## config.mk

```make
export PLATFORM = sky130hd
export DESIGN_NAME = param_file_reg_flat
export DESIGN_NICKNAME = d
export VERILOG_FILES = /design/src/rtl/param_file_reg_if.sv /design/src/rtl/param_file_reg.sv /design/src/flat_wrapper.sv
export SDC_FILE = /design/constraint.sdc
export NUM_CORES = 1
export LEC_CHECK = 0
export CAP_MARGIN = 15
export CORE_AREA = 2 2 175 177
export DETAILED_ROUTE_END_ITERATION = 6
export DIE_AREA = 0 0 177 179
export PLACE_DENSITY_LB_ADDON = 0.08
export SLEW_MARGIN = 10
export SYNTH_ARGS = -nofsm -noshare
export SYNTH_HDL_FRONTEND = slang
export SYNTH_SLANG_ARGS = --single-unit
```

## constraint.sdc

```tcl
create_clock -name clk -period 2.1 [get_ports clk]
set_input_delay 0.21 -clock clk [delete_from_list [all_inputs] [get_ports clk]]
set_output_delay 0.21 -clock clk [all_outputs]
set_load 0.01 [all_outputs]
```

## src/rtl/param_file_reg_if.sv

```systemverilog
// Bus bundle for the parametrised register file: one write port, a clear
// request with its busy indication, and two registered read ports.
interface param_file_reg_if #(
    parameter int DATA_W = 8,
    parameter int ADDR_W = 5
);
    logic              FR_WE;
    logic [ADDR_W-1:0] FR_Waddr;
    logic [DATA_W-1:0] FR_Wdata;
    logic              FR_Clr;
    logic              FR_Busy;
    logic [ADDR_W-1:0] FR_RAddr_1;
    logic [DATA_W-1:0] FR_Rdata_1;
    logic [ADDR_W-1:0] FR_RAddr_2;
    logic [DATA_W-1:0] FR_Rdata_2;

    // Requester side: decode / write-back stages.
    modport master (
        output FR_WE, FR_Waddr, FR_Wdata, FR_Clr, FR_RAddr_1, FR_RAddr_2,
        input  FR_Busy, FR_Rdata_1, FR_Rdata_2
    );

    // Register file side.
    modport slave (
        input  FR_WE, FR_Waddr, FR_Wdata, FR_Clr, FR_RAddr_1, FR_RAddr_2,
        output FR_Busy, FR_Rdata_1, FR_Rdata_2
    );
endinterface

```

## src/rtl/param_file_reg.sv

```systemverilog
// Parametrised dual-read, single-write register file with registered read
// ports, optional write-to-read forwarding, optional hardwired-zero entry 0
// and a clear sequencer that rewrites the power-on pattern one entry per
// cycle without asserting reset.
module param_file_reg #(
    parameter int DATA_W  = 8,
    parameter int DEPTH   = 32,
    parameter int ADDR_W  = 5,
    parameter int BYPASS  = 1,
    parameter int R0_ZERO = 0
) (
    input  logic             clk,
    input  logic             rst,
    param_file_reg_if.slave  bus
);

    typedef enum logic [0:0] {
        ST_IDLE  = 1'b0,
        ST_SWEEP = 1'b1
    } clr_state_e;

    // Depth widened by one bit so DEPTH == 2^ADDR_W still compares correctly.
    localparam logic [ADDR_W:0]   DEPTH_L   = (ADDR_W+1)'(DEPTH);
    localparam logic [ADDR_W-1:0] LAST_L    = ADDR_W'(DEPTH - 32'sd1);
    localparam logic [ADDR_W-1:0] ZERO_A    = {ADDR_W{1'b0}};
    localparam logic [ADDR_W-1:0] ONE_A     = {{(ADDR_W-1){1'b0}}, 1'b1};
    localparam logic [DATA_W-1:0] ZERO_D    = {DATA_W{1'b0}};
    localparam bit                BYPASS_EN = 1'(BYPASS);
    localparam bit                R0_EN     = 1'(R0_ZERO);

    // Power-on content of entry idx: idx modulo 2^DATA_W.
    function automatic logic [DATA_W-1:0] init_val(input logic [ADDR_W-1:0] idx);
        return DATA_W'(idx);
    endfunction

    // True when an address maps onto a real, non-hardwired entry.
    function automatic logic addr_live(input logic [ADDR_W-1:0] addr);
        logic live;
        live = ({1'b0, addr} < DEPTH_L);
        if (R0_EN && (addr == ZERO_A)) begin
            live = 1'b0;
        end else begin
            live = live;
        end
        return live;
    endfunction

    logic [DATA_W-1:0] mem_r [DEPTH];
    clr_state_e        state_r;
    logic              busy_r;
    logic [ADDR_W-1:0] cnt_r;
    logic [DATA_W-1:0] rdata1_r;
    logic [DATA_W-1:0] rdata2_r;

    logic              wr_ok_s;
    logic              sweep_we_s;
    logic [DATA_W-1:0] rd1_nxt_s;
    logic [DATA_W-1:0] rd2_nxt_s;

    // Qualify the user write: idle, in range, and not aimed at a hardwired entry 0.
    always_comb begin
        wr_ok_s    = 1'b0;
        sweep_we_s = (state_r == ST_SWEEP);
        if (bus.FR_WE && !busy_r && addr_live(bus.FR_Waddr)) begin
            wr_ok_s = 1'b1;
        end else begin
            wr_ok_s = 1'b0;
        end
    end

    // Next read data for port 1: dead address -> 0, else forwarded or stored value.
    always_comb begin
        rd1_nxt_s = ZERO_D;
        if (!addr_live(bus.FR_RAddr_1)) begin
            rd1_nxt_s = ZERO_D;
        end else if (BYPASS_EN && wr_ok_s && (bus.FR_Waddr == bus.FR_RAddr_1)) begin
            rd1_nxt_s = bus.FR_Wdata;
        end else begin
            rd1_nxt_s = mem_r[bus.FR_RAddr_1];
        end
    end

    // Next read data for port 2: same selection as port 1, independent address.
    always_comb begin
        rd2_nxt_s = ZERO_D;
        if (!addr_live(bus.FR_RAddr_2)) begin
            rd2_nxt_s = ZERO_D;
        end else if (BYPASS_EN && wr_ok_s && (bus.FR_Waddr == bus.FR_RAddr_2)) begin
            rd2_nxt_s = bus.FR_Wdata;
        end else begin
            rd2_nxt_s = mem_r[bus.FR_RAddr_2];
        end
    end

    // Clear sequencer: IDLE waits for a clear pulse, SWEEP walks entries 0..DEPTH-1.
    always_ff @(posedge clk or negedge rst) begin
        if (!rst) begin
            state_r <= ST_IDLE;
            busy_r  <= 1'b0;
            cnt_r   <= ZERO_A;
        end else begin
            case (state_r)
                ST_IDLE: begin
                    if (bus.FR_Clr) begin
                        state_r <= ST_SWEEP;
                        busy_r  <= 1'b1;
                        cnt_r   <= ZERO_A;
                    end else begin
                        state_r <= ST_IDLE;
                        busy_r  <= 1'b0;
                    end
                end
                ST_SWEEP: begin
                    // A clear request here is deliberately ignored.
                    cnt_r <= cnt_r + ONE_A;
                    if (cnt_r == LAST_L) begin
                        state_r <= ST_IDLE;
                        busy_r  <= 1'b0;
                    end else begin
                        state_r <= ST_SWEEP;
                        busy_r  <= 1'b1;
                    end
                end
                default: begin
                    state_r <= ST_IDLE;
                    busy_r  <= 1'b0;
                    cnt_r   <= ZERO_A;
                end
            endcase
        end
    end

    // Storage array: reset loads the pattern, sweep rewrites it, otherwise user writes.
    always_ff @(posedge clk or negedge rst) begin
        if (!rst) begin
            for (int i = 32'sd0; i < DEPTH; i++) begin
                mem_r[i] <= init_val(ADDR_W'(i));
            end
        end else if (sweep_we_s) begin
            mem_r[cnt_r] <= init_val(cnt_r);
        end else if (wr_ok_s) begin
            mem_r[bus.FR_Waddr] <= bus.FR_Wdata;
        end
    end

    // Registered read ports.
    always_ff @(posedge clk or negedge rst) begin
        if (!rst) begin
            rdata1_r <= ZERO_D;
            rdata2_r <= ZERO_D;
        end else begin
            rdata1_r <= rd1_nxt_s;
            rdata2_r <= rd2_nxt_s;
        end
    end

    assign bus.FR_Busy    = busy_r;
    assign bus.FR_Rdata_1 = rdata1_r;
    assign bus.FR_Rdata_2 = rdata2_r;

endmodule

```

## src/flat_wrapper.sv

```systemverilog
// flat-port wrapper written by rule: the top's interface ports become plain ports
module param_file_reg_flat 
#(
    parameter int DATA_W  = 8,
    parameter int DEPTH   = 32,
    parameter int ADDR_W  = 5,
    parameter int BYPASS  = 1,
    parameter int R0_ZERO = 0
)
  (clk, rst, bus_FR_WE, bus_FR_Waddr, bus_FR_Wdata, bus_FR_Clr, bus_FR_RAddr_1, bus_FR_RAddr_2, bus_FR_Busy, bus_FR_Rdata_1, bus_FR_Rdata_2);
  param_file_reg_if #(.DATA_W(DATA_W), .ADDR_W(ADDR_W)) bus_i ();
  input  logic clk;
  input  logic rst;
  input wire logic [$bits(bus_i.FR_WE)-1:0] bus_FR_WE;
  input wire logic [$bits(bus_i.FR_Waddr)-1:0] bus_FR_Waddr;
  input wire logic [$bits(bus_i.FR_Wdata)-1:0] bus_FR_Wdata;
  input wire logic [$bits(bus_i.FR_Clr)-1:0] bus_FR_Clr;
  input wire logic [$bits(bus_i.FR_RAddr_1)-1:0] bus_FR_RAddr_1;
  input wire logic [$bits(bus_i.FR_RAddr_2)-1:0] bus_FR_RAddr_2;
  output wire logic [$bits(bus_i.FR_Busy)-1:0] bus_FR_Busy;
  output wire logic [$bits(bus_i.FR_Rdata_1)-1:0] bus_FR_Rdata_1;
  output wire logic [$bits(bus_i.FR_Rdata_2)-1:0] bus_FR_Rdata_2;
  assign bus_i.FR_WE = bus_FR_WE;
  assign bus_i.FR_Waddr = bus_FR_Waddr;
  assign bus_i.FR_Wdata = bus_FR_Wdata;
  assign bus_i.FR_Clr = bus_FR_Clr;
  assign bus_i.FR_RAddr_1 = bus_FR_RAddr_1;
  assign bus_i.FR_RAddr_2 = bus_FR_RAddr_2;
  assign bus_FR_Busy = bus_i.FR_Busy;
  assign bus_FR_Rdata_1 = bus_i.FR_Rdata_1;
  assign bus_FR_Rdata_2 = bus_i.FR_Rdata_2;
  param_file_reg #(.DATA_W(DATA_W), .DEPTH(DEPTH), .ADDR_W(ADDR_W), .BYPASS(BYPASS), .R0_ZERO(R0_ZERO)) u_core (.clk(clk), .rst(rst), .bus(bus_i));
endmodule
```

==> results.md <==
- Crit end category: flop
- Fin Clk Skew: 16.9 ps
- Crit share post-route: 98.6%
- Clock Sink Count: 278
- Min-delay worst type: in -> async
- Combined area of all synthesized cells: 16800 um^2
- Type of the worst setup path: reg -> reg
- Power density of the placed cells: 955 nW/um^2
- Reg-to-reg critical path endpoint: u_core.bus.FR_Rdata_2[1]
- GRT Overall Usage: 39.3%
- Critical path fanouts, max: 4
- Register bit total from synthesis: 278
- Post-DR vias/cell: 7.22
- Rows: 64
- Maximum achievable frequency: 0.483 GHz
- Most frequent cells in the layout: 196 x sky130_fd_sc_hd__dfrtp_1, 187 x sky130_fd_sc_hd__buf_4, 184 x sky130_fd_sc_hd__nand2_1
- Cell count after synthesis: 1502
- Number of global-route vias before repair: 14000
- Overall Power: 19.1 mW
- Die Ht: 179 um
- Count of unique library cells instantiated by Yosys: 57
- DRT iter0 DRCs: 2063
- Peak supply drop: 0.664 mV
- Half-perimeter wire length of the detailed placement result: 44900 um
- Startpoint class of the critical path: flop
- Final antenna diode count: 0
- GRT Residual Overflow: 0
- Most frequent standard cell in the layout excluding fill and tap cells: sky130_fd_sc_hd__dfrtp_1
- Worst path slowest cell: sky130_fd_sc_hd__mux4_1
- Maximum level of the CTS H-tree: 2
- Total of max-cap violations: 0
- Total die area: 31700 um^2
- Number of buffers between clock root and the deepest sink: 3
- Routability congestion estimate from global placement: 1.10
- Endpoints failing hold: 0
- Fraction of registers with async set/reset: 100%
- Time the worst path needs with I/O delays and setup: 2070 ps
- Worst-case reg-to-reg path depth: 4
- DR vias: 14900
- Port Buf Inserts: 43
- Slowest stage delay, CP: 520 ps
- Clock slew at reported path FFs: 60 ps
- I/O pin total: 44
- Synthesized area per cell: 11.2 um^2
- Synthesized Nets: 1534
- Initial cell density of the core: 56.1%
- Predominant post-synthesis flop cell: sky130_fd_sc_hd__dfrtp_1
- Count of unresolved DRC violations after routing: 0
- List of cells traversed by the critical path: mux4_1, mux2_2, a2111oi_2, o31ai_1
- Final number of max-transition violations: 0
- Iteration count of the initial detailed-routing pass: 6
- Number of warnings printed during yosys synthesis: 0
- Routed wire per std cell: 29.8 um
- Share of final-layout standard cells stronger than drive strength 1: 29.3%
- Leak: 8.15 nW
- Placement Setup Slack: -247 ps
- Die Span X: 177 um
- Fraction of the yosys area taken by sequential cells: 41.9%
- Area of the core region: 30000 um^2
- Worst skew pair latency: 530 ps
- CTS Root Buffer Type: sky130_fd_sc_hd__clkbuf_16
- Post-CTS setup buffer count: 0
- Relative slew margins: 62.6%
- Slew at the pin with the worst max-slew slack: 561 ps
- Slack of the critical path: 29.3 ps
- Pin count of the biggest net entering global routing: 63
- Worst endpoint data arrival time: 2440 ps
- Required @ worst endpoint: 2470 ps
- R2R Path Start: u_core.mem_r[209]
- Outcome: finished, final reports clean
- Endpoints failing setup: 0
- Count of nets left with antenna violations after detail routing: 0
- CTS tree: built
- Worst-case register-to-register setup slack: 30 ps
- Worst-case hold slack: 202 ps
- Syn-to-layout area delta: 18.9%
- Global-route wire length before repair: 92100 um
- Antenna violations before repair: 0
- Number of fill cells in the layout: 2356
- Detailed-route wire length: 61300 um
- Total Nets Final: 1668
- Number of buffers created by CTS: 34
- Number of synthesized flops with an enable pin: 0
layer usage:
metal,vias to the layer above,part of all wire (%),track usage (%)
met5,-,0,0
met4,0,3.7,13.2
met3,187,13,11.4
met2,1037,43,56.2
met1,7449,41,57.3
li1,6182,-,-
worst max-delay path by stage:
stage                      startpoint                       end  slack (ps)  depth (start not counted)
global placement    bus_FR_RAddr_2[3]  u_core.bus.FR_Rdata_2[4]        -230                          6
detailed placement  bus_FR_RAddr_2[3]  u_core.bus.FR_Rdata_2[4]        -250                          6
global route          u_core.cnt_r[3]         u_core.mem_r[135]          -2                          4
finish              u_core.mem_r[209]  u_core.bus.FR_Rdata_2[1]          30                          4
floorplan             u_core.cnt_r[1]          u_core.mem_r[81]         -20                          9
CTS                 u_core.mem_r[209]  u_core.bus.FR_Rdata_2[1]          70                          4
Yosys cell counts (7+ instances only):
library cell | instances | area [um^2]
sky130_fd_sc_hd__o31ai_1 | 137 | 1030
sky130_fd_sc_hd__nand2b_1 | 20 | 125
sky130_fd_sc_hd__nor3_1 | 18 | 90.1
sky130_fd_sc_hd__nor2b_1 | 14 | 87.6
sky130_fd_sc_hd__o2bb2ai_1 | 12 | 105
sky130_fd_sc_hd__a211oi_1 | 34 | 255
sky130_fd_sc_hd__o221ai_1 | 18 | 158
sky130_fd_sc_hd__buf_6 | 11 | 124
sky130_fd_sc_hd__and3b_1 | 7 | 61.3
sky130_fd_sc_hd__dfrtp_1 | 198 | 4950
sky130_fd_sc_hd__buf_4 | 15 | 113
sky130_fd_sc_hd__a221oi_1 | 7 | 61.3
sky130_fd_sc_hd__clkbuf_1 | 86 | 323
sky130_fd_sc_hd__o22ai_1 | 14 | 87.6
sky130_fd_sc_hd__a31oi_1 | 19 | 119
sky130_fd_sc_hd__buf_2 | 34 | 170
sky130_fd_sc_hd__a32oi_1 | 15 | 131
sky130_fd_sc_hd__nor2_1 | 35 | 131
sky130_fd_sc_hd__mux2i_1 | 79 | 791
sky130_fd_sc_hd__mux4_1 | 12 | 315
sky130_fd_sc_hd__xor2_1 | 11 | 96.3
sky130_fd_sc_hd__and3_1 | 12 | 75.1
sky130_fd_sc_hd__nor3b_1 | 14 | 105
sky130_fd_sc_hd__a22oi_1 | 25 | 188
sky130_fd_sc_hd__a21o_1 | 7 | 52.6
sky130_fd_sc_hd__a221o_1 | 54 | 541
sky130_fd_sc_hd__o21ai_0 | 13 | 65.1
sky130_fd_sc_hd__nand3_1 | 101 | 505
sky130_fd_sc_hd__a22o_1 | 14 | 123
sky130_fd_sc_hd__a21oi_1 | 14 | 70.1
sky130_fd_sc_hd__and2_1 | 16 | 100
sky130_fd_sc_hd__dfstp_2 | 80 | 2100
sky130_fd_sc_hd__nand2_1 | 185 | 694
sky130_fd_sc_hd__mux4_2 | 101 | 2270
critical path, delay by kind of cell (launching register included):
kind            cells  cell delay (ps)
mux                 2              800
compound gates      2              640
flops               1              470
cell type report:
| cell class | count | area [um^2] | area share, % |
|---|---|---|---|
| inverters | 5 | 18.8 | 0.0938 |
| clock buffers | 49 | 957 | 4.78 |
| multi-input cells | 1060 | 8970 | 44.8 |
| flip-flops and latches | 278 | 7060 | 35.3 |
| clock inverters | 13 | 146 | 0.731 |
| repair buffers | 257 | 2370 | 11.8 |
| well taps | 396 | 495 | 2.48 |
through the flow:
step	cells	utilization, %	instance area, um^2	setup TNS (ps)
floorplan	1502	-	16800	-22.4
global placement	1995	62.9	18900	-1540
detailed placement	1995	62.9	18900	-1940
CTS	2058	66.6	20000	0
global route	2058	66.7	20000	-1.54
finish	2058	66.7	20000	0
power breakdown:
part	leakage, nW	internal, mW	switching, mW
combinational	4.10	2.53	3.27
clock	0.535	3.45	2.44
sequential	3.52	6.43	1.01
state kept, by name (all words and copies together) (netlist names):
name                   count
u_core.mem_r             256
u_core.bus.FR_Rdata_1      8
u_core.bus.FR_Rdata_2      8
u_core.cnt_r               5
u_core.state_r             1
cells by family (layout without fill, tap and decap cells):
| logic type | count (synthesis) | count (layout) | share of synthesized area [%] |
|---|---|---|---|
| AND/OR/NAND/NOR | 450 | 450 | 13.2 |
| AO/OA/AOI/OAI | 395 | 395 | 18.5 |
| flip-flops | 278 | 278 | 41.9 |
| multiplexers | 198 | 198 | 20.5 |
| buffers and inverters | 164 | 324 | 4.99 |
| XOR/XNOR | 12 | 12 | 0.624 |
| adder cells (fa/ha/maj) | 5 | 5 | 0.371 |
what timing repair did:
| item | CTS | global route |
|---|---|---|
| resized for setup | 1 | 4 |
| endpoints found under the hold margin | 80 | 0 |
| endpoints found under the setup margin | 1 | 9 |
| cloned | 0 | 0 |
| hold buffers | 1 | 0 |
No activity file was read; power rests on OpenSTA's default activity.
==> variant, RTL diff (config.mk and constraints unchanged) <==
`BYPASS` is set to 1 in 2 places; all go to 0.
--- a/src/rtl/param_file_reg.sv
+++ b/src/rtl/param_file_reg.sv
@@ -7,5 +7,5 @@
     parameter int DEPTH   = 32,
     parameter int ADDR_W  = 5,
-    parameter int BYPASS  = 1,
+    parameter int BYPASS  = 0,
     parameter int R0_ZERO = 0
 ) (
--- a/src/flat_wrapper.sv
+++ b/src/flat_wrapper.sv
@@ -5,5 +5,5 @@
     parameter int DEPTH   = 32,
     parameter int ADDR_W  = 5,
-    parameter int BYPASS  = 1,
+    parameter int BYPASS  = 0,
     parameter int R0_ZERO = 0
 )
Check against the original RTL: not equivalent (a bounded check fails within 4 cycles, from zero or initial values and one cycle with rst low).
==> variant against the original RTL <==
Register-to-register slack better by 0.07 ns; combinational power down 3%; utilization down 0.79 points; count of clock-buffer cells in the layout down 12; fmax up 2.9%; worst setup slack better by 0.059 ns; wire length down 12%; non-clock buffer count down 34; worst hold slack worse by 0.077 ns; total power down 2.3%; area after synthesis down 2.7%; final area down 1.2%; sequential cell count unchanged.
==> variant: results (changes against the original RTL) <==
----------------------------------------------------
[Placement]
  Area post-placement ... 0.0186 mm2 (-1.8%)
  Place WS ... -0.277 ns (-0.0305 ns)
  Count of placed standard cells including taps ... 1842 (-7.7%)

[Critical path]
  Crit Path Max Fanout ... 10 (+6)
  Source of the critical timing path ... u_core.state_r
  Setup crit end ... bus_FR_Busy
  End of the worst register-to-register path ... u_core.mem_r[37]
  Length in cells of the worst reg-to-reg path ... 7 (+3)

[Timing]
  Hold Slack ... 0.125 ns (-0.0768 ns)
  Slew of the pin with the lowest slew margin ... 0.569 ns (+0.00805 ns)

[Power and ir drop]
  Maximum resistive drop on vdd ... 0.000876 V (+32%)
  Power attributed to the clock group ... 6.04 mW (+3%)
  Clock network fraction of design power ... 32.3% (+1.5 points)
  Static Leak ... 8.07 nW (-1.0%)

[Clocking]
  Clock latency on the worst-skew pair ... 0.57 ns (+0.04 ns)

[GRT]
  Number of global-route vias before repair ... 12900 (-7.8%)
  Met1 demand-to-capacity share in global routing ... 50.9% (-6.4 points)

[Final layout]
  Count of fill cells added during filler insertion ... 2260 (-4.1%)
  Nets@finish ... 1512 (-9.4%)

[Status]
  Status ... completed

[Logic synthesis]
  Post-synthesis mux area share ... 30.4% (+9.9 points)
  Fraction of the mapped netlist area in adder cells ... 0.382% (+0.011 points)
  Post-synth net total ... 1390 (-9.4%)
  XOR/XNOR share of the synthesized area ... 0.107% (-0.52 points)
  Most frequent cells after synthesis ... sky130_fd_sc_hd__nand2_1, sky130_fd_sc_hd__dfrtp_1, sky130_fd_sc_hd__mux4_2
  Synthesized-area fraction occupied by ao, oa, aoi and oai cells ... 11.3% (-7.2 points)
  Main area contributors after synthesis ... sky130_fd_sc_hd__dfrtp_1, sky130_fd_sc_hd__mux4_2, sky130_fd_sc_hd__dfstp_2

[Drt]
  DR WL/cell ... 28.4 um (-4.6%)
  DRT iter0 DRCs ... 1412 (-32%)
  Average vias per placed instance ... 6.89 (-4.6%)
  Met3 wire len ... 6200 um (-21%)

----------------------------------------------------
-- variant: cell types whose count changed after synthesis, sizes merged, moves of 29 or more --
cell | before | now
o21ai | 13 | 50
mux4 | 113 | 160
nor2 | 37 | 66
o31ai | 137 | 96
mux2i | 79 | 32
a211oi | 34 | 0
a221o | 54 | 0
nand3 | 107 | 24
mux2 | 6 | 92
-- variant: worst max-delay path, cell delays in order, from the launching register on --
cell	delay, ns
sky130_fd_sc_hd__dfrtp_2	0.50
sky130_fd_sc_hd__buf_4	0.18
sky130_fd_sc_hd__clkdlybuf4s50_1	0.54
-- variant: layout make-up --
class / count / area [um2] / share of cell area [%]
inverters: 17 / 63.8 / 0.323
flip-flops and latches: 278 / 7060 / 35.7
multi-input cells: 929 / 8780 / 44.4
well taps: 396 / 495 / 2.51
clock inverters: 21 / 294 / 1.49
clock buffers: 37 / 838 / 4.24
repair buffers: 223 / 2250 / 11.4
